`src/rtl/pipelined_cla_adder_pkg.sv`:
```
// Shared definitions for the adder family: default geometry, stage count and ADD/SUB mode encoding.
package pipelined_cla_adder_pkg;

  localparam int unsigned DEFAULT_N     = 16;
  localparam int unsigned DEFAULT_BLOCK = 4;

  typedef enum logic {
    MODE_ADD = 1'b0,
    MODE_SUB = 1'b1
  } add_mode_e;

  // Number of lookahead slices; guarded so a zero BLOCK still elaborates far enough to report.
  function automatic int unsigned stage_count(input int unsigned n, input int unsigned block);
    return (block == 0) ? 1 : n / block;
  endfunction

endpackage

```
`src/rtl/pipelined_cla_adder_cla_block.sv`:
```
// Combinational BLOCK-bit carry-lookahead group: sum, carry out, and carry into the top bit.
module cla_block #(
  parameter int unsigned BLOCK = 4
) (
  input  logic [BLOCK-1:0] a,
  input  logic [BLOCK-1:0] b,
  input  logic             cin,
  output logic [BLOCK-1:0] sum,
  output logic             cout,
  output logic             c_msb_in
);

  logic [BLOCK-1:0] g;
  logic [BLOCK-1:0] p;
  logic [BLOCK:0]   c;

  always_comb begin
    logic acc;
    logic term;
    acc  = 1'b0;
    term = 1'b0;
    g    = a & b;
    p    = a ^ b;
    c    = '0;
    c[0] = cin;
    // Each carry is the flat sum-of-products of generate terms and cin, not a ripple chain.
    for (int unsigned i = 0; i < BLOCK; i++) begin
      term = cin;
      for (int unsigned m = 0; m <= i; m++) term = term & p[m];
      acc = term;
      for (int unsigned j = 0; j <= i; j++) begin
        term = g[j];
        for (int unsigned m = j + 1; m <= i; m++) term = term & p[m];
        acc = acc | term;
      end
      c[i+1] = acc;
    end
    sum      = p ^ c[BLOCK-1:0];
    cout     = c[BLOCK];
    c_msb_in = c[BLOCK-1];
  end

endmodule

```
`src/rtl/pipelined_cla_adder.sv`:
```
// Pipelined carry-lookahead adder/subtractor: one BLOCK-bit slice per stage, valid/ready stream.
module pipelined_cla_adder
  import pipelined_cla_adder_pkg::*;
#(
  parameter int unsigned N     = DEFAULT_N,
  parameter int unsigned BLOCK = DEFAULT_BLOCK
) (
  input  logic         clk,
  input  logic         rst_n,
  input  logic         in_valid,
  output logic         in_ready,
  input  logic [N-1:0] in_a,
  input  logic [N-1:0] in_b,
  input  logic         in_cin,
  input  logic         in_sub,
  output logic         out_valid,
  input  logic         out_ready,
  output logic [N-1:0] out_sum,
  output logic         out_cout,
  output logic         out_ovf
);

  localparam int unsigned S = stage_count(N, BLOCK);

  if ((BLOCK == 0) || ((N % ((BLOCK == 0) ? 1 : BLOCK)) != 0)) begin : g_bad_cfg
    $error("pipelined_cla_adder: N must be a non-zero multiple of BLOCK");
  end

  add_mode_e      mode;
  logic [N-1:0]   b_eff;
  logic           c0;
  logic           adv;

  // Bank k holds an operation whose slices below k are already summed; c_q[k] is its slice-k carry in.
  logic [S-1:0]   vld_q;
  logic [S-1:0]   c_q;
  logic [N-1:0]   a_q   [S];
  logic [N-1:0]   b_q   [S];
  logic [N-1:0]   sum_q [S];
  logic [N-1:0]   sum_next [S];

  logic [S-1:0][BLOCK-1:0] slice_sum;
  logic [S-1:0]            slice_cout;
  logic [S-1:0]            slice_cmsb;
  logic                    unused_bits;

  assign mode        = add_mode_e'(in_sub);
  assign b_eff       = (mode == MODE_SUB) ? ~in_b : in_b;
  assign c0          = (mode == MODE_SUB) | in_cin;
  assign adv         = !out_valid || out_ready;
  assign in_ready    = adv;
  assign unused_bits = ^{slice_cmsb, a_q[S-1], b_q[S-1]};

  for (genvar k = 0; k < S; k++) begin : g_stage
    cla_block #(.BLOCK(BLOCK)) u_cla (
      .a        (a_q[k][k*BLOCK +: BLOCK]),
      .b        (b_q[k][k*BLOCK +: BLOCK]),
      .cin      (c_q[k]),
      .sum      (slice_sum[k]),
      .cout     (slice_cout[k]),
      .c_msb_in (slice_cmsb[k])
    );
  end

  always_comb begin
    for (int unsigned k = 0; k < S; k++) begin
      sum_next[k] = sum_q[k];
      sum_next[k][k*BLOCK +: BLOCK] = slice_sum[k];
    end
  end

  always_ff @(posedge clk) begin
    if (!rst_n) begin
      vld_q     <= '0;
      c_q       <= '0;
      for (int unsigned k = 0; k < S; k++) begin
        a_q[k]   <= '0;
        b_q[k]   <= '0;
        sum_q[k] <= '0;
      end
      out_valid <= 1'b0;
      out_sum   <= '0;
      out_cout  <= 1'b0;
      out_ovf   <= 1'b0;
    end else if (adv) begin
      vld_q[0] <= in_valid;
      if (in_valid) begin
        a_q[0]   <= in_a;
        b_q[0]   <= b_eff;
        sum_q[0] <= '0;
        c_q[0]   <= c0;
      end
      for (int unsigned k = 1; k < S; k++) begin
        vld_q[k] <= vld_q[k-1];
        if (vld_q[k-1]) begin
          a_q[k]   <= a_q[k-1];
          b_q[k]   <= b_q[k-1];
          sum_q[k] <= sum_next[k-1];
          c_q[k]   <= slice_cout[k-1];
        end
      end
      out_valid <= vld_q[S-1];
      if (vld_q[S-1]) begin
        out_sum  <= sum_next[S-1];
        out_cout <= slice_cout[S-1];
        out_ovf  <= slice_cout[S-1] ^ slice_cmsb[S-1];
      end
    end
  end

endmodule

```
`config.mk`:
```
export PLATFORM = sky130hd
export DESIGN_NAME = pipelined_cla_adder
export DESIGN_NICKNAME = d
export VERILOG_FILES = /design/src/rtl/pipelined_cla_adder_pkg.sv /design/src/rtl/pipelined_cla_adder_cla_block.sv /design/src/rtl/pipelined_cla_adder.sv
export SDC_FILE = /design/constraint.sdc
export NUM_CORES = 1
export LEC_CHECK = 0
export BUFFER_PORTS_ARGS = -buffer_cell sky130_fd_sc_hd__buf_2
export CAP_MARGIN = 5
export CORE_UTILIZATION = 30
export DETAILED_ROUTE_END_ITERATION = 8
export GPL_ROUTABILITY_DRIVEN = 0
export PLACE_DENSITY = 0.54
export SLEW_MARGIN = 20
export SYNTH_ARGS = -nofsm -noshare
export SYNTH_HDL_FRONTEND = slang
export SYNTH_HIERARCHICAL = 1
export SYNTH_SLANG_ARGS = --single-unit
```
`constraint.sdc`:
```
create_clock -name clk -period 2.6 [get_ports clk]
set_input_delay 0.39 -clock clk [delete_from_list [all_inputs] [get_ports clk]]
set_output_delay 0.39 -clock clk [all_outputs]
set_load 0.01 [all_outputs]
```
After elaboration in Yosys (flattened, before gate mapping)
Memory sizes are Yosys's and may differ from the RTL's. A register that Yosys moved wholly into a read port is not among the register bits.
Index checks and enable logic that the tools add are counted.

word-level totals
  input port bits = 38
  bits in writable memories = 192
  memories = 3
  word-level logic and storage cells = 157
  flip-flop bits (word level) = 27
  output and inout port bits = 20

operators by class
  muxes and demuxes = 30
  reduce and logical (&&, ||, !) cells = 8
  bitwise logic cells = 107

memory list
  memory  depth  width  read ports  clocked after Yosys merged registers in  wr ports  RTL line                   RTL
  a_q     4      16     4           0                                        4         pipelined_cla_adder.sv:37  logic [N-1:0] a_q [S];
  b_q     4      16     4           0                                        4         pipelined_cla_adder.sv:38  logic [N-1:0] b_q [S];
  sum_q   4      16     4           1                                        4         pipelined_cla_adder.sv:39  logic [N-1:0] sum_q [S];

operators by type and width
  cell                count
  $mux W16            13
  $or A1 B1 Y1        53
  $and A1 B1 Y1       40
  $xor A4 B4 Y4       8
  $mux W1             17
  $and A4 B4 Y4       4
  $not A16 Y16        1
  $reduce_and A2 Y1   5
  $logic_not A1 Y1    2
  $logic_or A1 B1 Y1  1
  $xor A1 B1 Y1       1

Longest topological paths before layout
  depth after elaboration = 10
  depth in mapped cells = 7
  depth with buffers taken out = 7

Cells and area by module
The synthesis kept the hierarchy.

modules (own cells, without submodules)
  module                             cells each  times used  area each (sq um)  sequential area each (sq um)
  pipelined_cla_adder                361         1           5097.4             3663.5
  cla_block at g_stage[0].u_cla ...  15          2           162.7              0.0
  cla_block at g_stage[3].u_cla      19          1           161.4              0.0
  cla_block at g_stage[2].u_cla      15          1           146.4              0.0

Least setup slack after synthesis
No wires, ideal clock.

  path kind = in2reg
  start point = in rst_n
  end point = mem a_q[0][0] (netlist name), enable pin
  data required time = 2.122 ns
  slack = 0.696 ns
  buffers on the path = 2
  cell stages on the path = 3
  library setup time = 0.478 ns
  arrival = 1.427 ns
  cells stage by stage = buf_2 -> clkbuf_1 -> nand2_1

RTL lines
  what         RTL line                   RTL
  from (decl)  pipelined_cla_adder.sv:9   input logic rst_n,
  to (decl)    pipelined_cla_adder.sv:37

==> impl_metrics.tcl <==
set metrics [dict create \
    fin_crit_sh_pct 74.78 \
    min_path_cells 2 \
    final_area_sq_mm 0.006790 \
    synth_top_family_by_area "simple AND/OR/NAND/NOR gates" \
    holdCritStartpoint "in_valid" \
    dp_hpwl_mm 6.134 \
    synth-simple-area-share_pct 16.51 \
    cts_hold_buffers 0 \
    hold_end "c_q[0]$_SDFFE_PN0P_" \
    tns_ps 0 \
    synth-warning-count 18 \
    drc 0 \
    endpoint_kind "flop" \
    max_stage_delay_ps 390 \
    post-route-min-period_ps 1944 \
    crit_type "reg2reg" \
    regToRegSetupSlack_ps 660 \
    ant_nets 0 \
    grt_pass1_wl_mm 14.87 \
    grt_usage_pct 9.987 \
    cts_tree "done" \
    synthMuxAreaShare_pct 3.493 \
    rows 50 \
    synth_cell_type_count 33 \
    worst_path_max_delay_cell "edfxtp_1" \
    crit_fanout 3 \
    antenna_cells 0 \
    ir_drop_v 0.0004611 \
    holdWs_ps 250.2 \
    pin_count 58 \
    synth_compound_area_share_pct 3.166 \
    drt_first_pass_iters 4 \
    drtIter0Drc 134 \
    path_delay_family "compound AO/OA/AOI/OAI gates" \
    required_ps 2920 \
    r2r_end "out_ovf$_SDFFE_PN0P_" \
    maxCapViolCount 0 \
    rsz0062_at_grt "no" \
    worst_pin_slew_ps 736.8 \
    wl_per_cell_um 11.97 \
    yosysSeqAreaShare_pct 63.93 \
    critPathMostFrequentCell "ha_1" \
    setup_slack_ps 655.8 \
    cp.arrival_ps 2260 \
    fmax_ghz 0.5143 \
    placed_cell_area_sq_mm 0.006223 \
    wl_mm 8.760 \
    outcome "completed" \
    crit_path_start_kind "flop" \
    cts_buffer_depth 2 \
    vias 3036 \
    relSlewSlack_pct 50.76 \
    clock_latency_ps 410 \
    syn_area_sq_mm 0.005730 \
    ys_seq_elements 131 \
    die_w_um 140.2 \
    cts_setup_buffers 0 \
    slew_violations 0 \
    gr-total-overflow 0 \
    synthXorXnorAreaFrac_pct 4.694 \
    multiInputGateArea_sq_mm 0.001927 \
    synthCells 425 \
    grt_max_degree 37 \
    htreeDepth 4 \
    initial_core_util_pct 30.64 \
    nFillCells 1801 \
    ff2ff_path_depth 7 \
    coreArea_sq_mm 0.01871 \
    hp-class "in2reg" \
    die_area_sq_mm 0.01966 \
    grt_pass1_vias 3108 \
    clock_sinks 131 \
    avgSynthCellArea_sq_um 13.48 \
    synthAdderAreaFrac_pct 5.764 \
    clk_pin_slew_ps 60 \
    final_hold_viol_count 0 \
    powerDensity_mw_per_mm2 728.0 \
    area_delta_synth_final_pct 18.49 \
    path_buf_inv 0 \
    r2r-start "a_q[0][60]$_SDFFCE_PN0P_" \
    synth_fp_nets 487 \
    crit_chain "ha_1 > ha_1 > o211ai_1 > nand2_2 > a21o_1 > xnor2_1 > a311oi_1" \
    cts-root-buf "clkbuf_16" \
    viasPerCell 4.148 \
    cts_resized 0 \
    die_h_um 140.2 \
    io_buffers 57 \
    regArea_sq_mm 0.003664 \
    layout.nets 547 \
    post-place-ws_ps 650.0 \
    drive_gt1_share_pct 23.90 \
    cts_buffers 17 \
    finalSetupViolations 0 \
    fin_skew_ps 6.900 \
    antenna_found_initial 0 \
    p_leak_nw 2.887 \
]
==> cells by family (layout without fill, tap and decap cells) <==
logic type                 after synthesis  after routing
xor gates and xnor gates                29             29
muxes                                   20             20
and+or+nand+nor                        172            172
buffers and inverters                   26             99
adders and majority gates               24             24
DFF                                    131            131
AOI/OAI and AO/OA                       23             23
==> power breakdown <==
| part | switching [mW] | internal, mW | total [mW] |
|---|---|---|---|
| clock network | 0.851 | 1.39 | 2.25 |
| registers | 0.0331 | 2.38 | 2.41 |
| logic | 0.163 | 0.125 | 0.288 |
==> routing by layer <==
metal,vias up,global-route usage [%],share of wire [%]
met5,-,0,0
met1,1389,11.80,47
li1,1570,-,-
met3,11,4.547,5.8
met2,66,15.55,45
met4,0,4.511,1.4
==> worst max path at each step <==
stage / start / to / depth (start not counted)
after global placement: a_q[0][60]$_SDFFCE_PN0P_ / out_ovf$_SDFFE_PN0P_ / 7
after detailed placement: a_q[0][60]$_SDFFCE_PN0P_ / out_ovf$_SDFFE_PN0P_ / 7
after CTS: a_q[0][60]$_SDFFCE_PN0P_ / out_ovf$_SDFFE_PN0P_ / 7
final: a_q[0][60]$_SDFFCE_PN0P_ / out_ovf$_SDFFE_PN0P_ / 7
after global routing: a_q[0][60]$_SDFFCE_PN0P_ / out_ovf$_SDFFE_PN0P_ / 7
after floorplan: rst_n / a_q[0][0]$_SDFFCE_PN0P_ / 3
==> metrics by stage <==
stage                     util, %  power, mW  instances
after floorplan                 -      2.659        425
after global placement      33.27      2.738        700
after detailed placement    33.27      2.749        700
after CTS                   36.30      5.008        732
after global routing        36.30      5.153        732
final                       36.30      4.943        732
==> final cells by class <==
cell class                      count  area share [%]
Multi-Input combinational cell    268           28.38
Inverter                            6          0.3685
Sequential cell                   131           53.95
Clock buffer                       17           6.265
Tap cell                          234           4.312
Timing Repair Buffer               61           4.643
Clock inverter                     15           2.082
==> layout by cell type (no fill, tap or decap) <==
master / n
xor2_1: 5
a21oi_1: 4
inv_4: 1
nand3_1: 1
edfxtp_1: 104
buf_4: 4
bufinv_16: 2
clkinvlp_4: 5
o21a_1: 4
a31o_2: 3
nand2_1: 49
nor2_1: 23
ha_1: 20
nor2b_4: 1
and2_4: 10
and3_4: 2
nand3_2: 1
nand2_2: 4
clkbuf_16: 17
mux2i_1: 20
clkinv_4: 1
inv_6: 1
fa_1: 4
o211ai_2: 2
inv_1: 5
buf_2: 57
o211ai_1: 2
and2_1: 78
and3_1: 2
xor2_2: 2
clkinv_2: 3
a311oi_1: 2
nand2_4: 1
a21o_1: 4
a21oi_2: 2
clkinv_1: 3
dfxtp_1: 27
xnor2_1: 22
==> sequential cells by signal (all words and copies together) (netlist names) <==
register,flops
c_q,4
a_q,40
vld_q,4
out_sum,16
b_q,40
out_ovf,1
sum_q,24
out_valid,1
out_cout,1
==> Yosys cell counts <==
master | number | area share [%]
inv_1 | 5 | 0.33
a21oi_2 | 2 | 0.31
and3_1 | 2 | 0.22
xor2_2 | 2 | 0.57
nand3_1 | 1 | 0.087
ha_1 | 20 | 4.4
xor2_1 | 5 | 0.76
and3_4 | 2 | 0.39
a21o_1 | 4 | 0.52
nand2_4 | 1 | 0.20
o21a_1 | 4 | 0.52
xnor2_1 | 22 | 3.4
nor2_1 | 23 | 1.5
and2_1 | 78 | 8.5
nand2_2 | 4 | 0.44
buf_2 | 8 | 0.70
buf_4 | 2 | 0.26
mux2i_1 | 20 | 3.5
dfxtp_1 | 27 | 9.4
o211ai_2 | 2 | 0.44
nand2_1 | 49 | 3.2
and2_4 | 10 | 1.5
clkbuf_1 | 7 | 0.46
inv_4 | 1 | 0.11
a311oi_1 | 2 | 0.31
edfxtp_1 | 104 | 54
nor2b_4 | 1 | 0.24
nand3_2 | 1 | 0.17
fa_1 | 4 | 1.4
buf_6 | 3 | 0.59
o211ai_1 | 2 | 0.26
a31o_2 | 3 | 0.46
a21oi_1 | 4 | 0.35
Note: power is estimated with default switching activity, not from simulation.
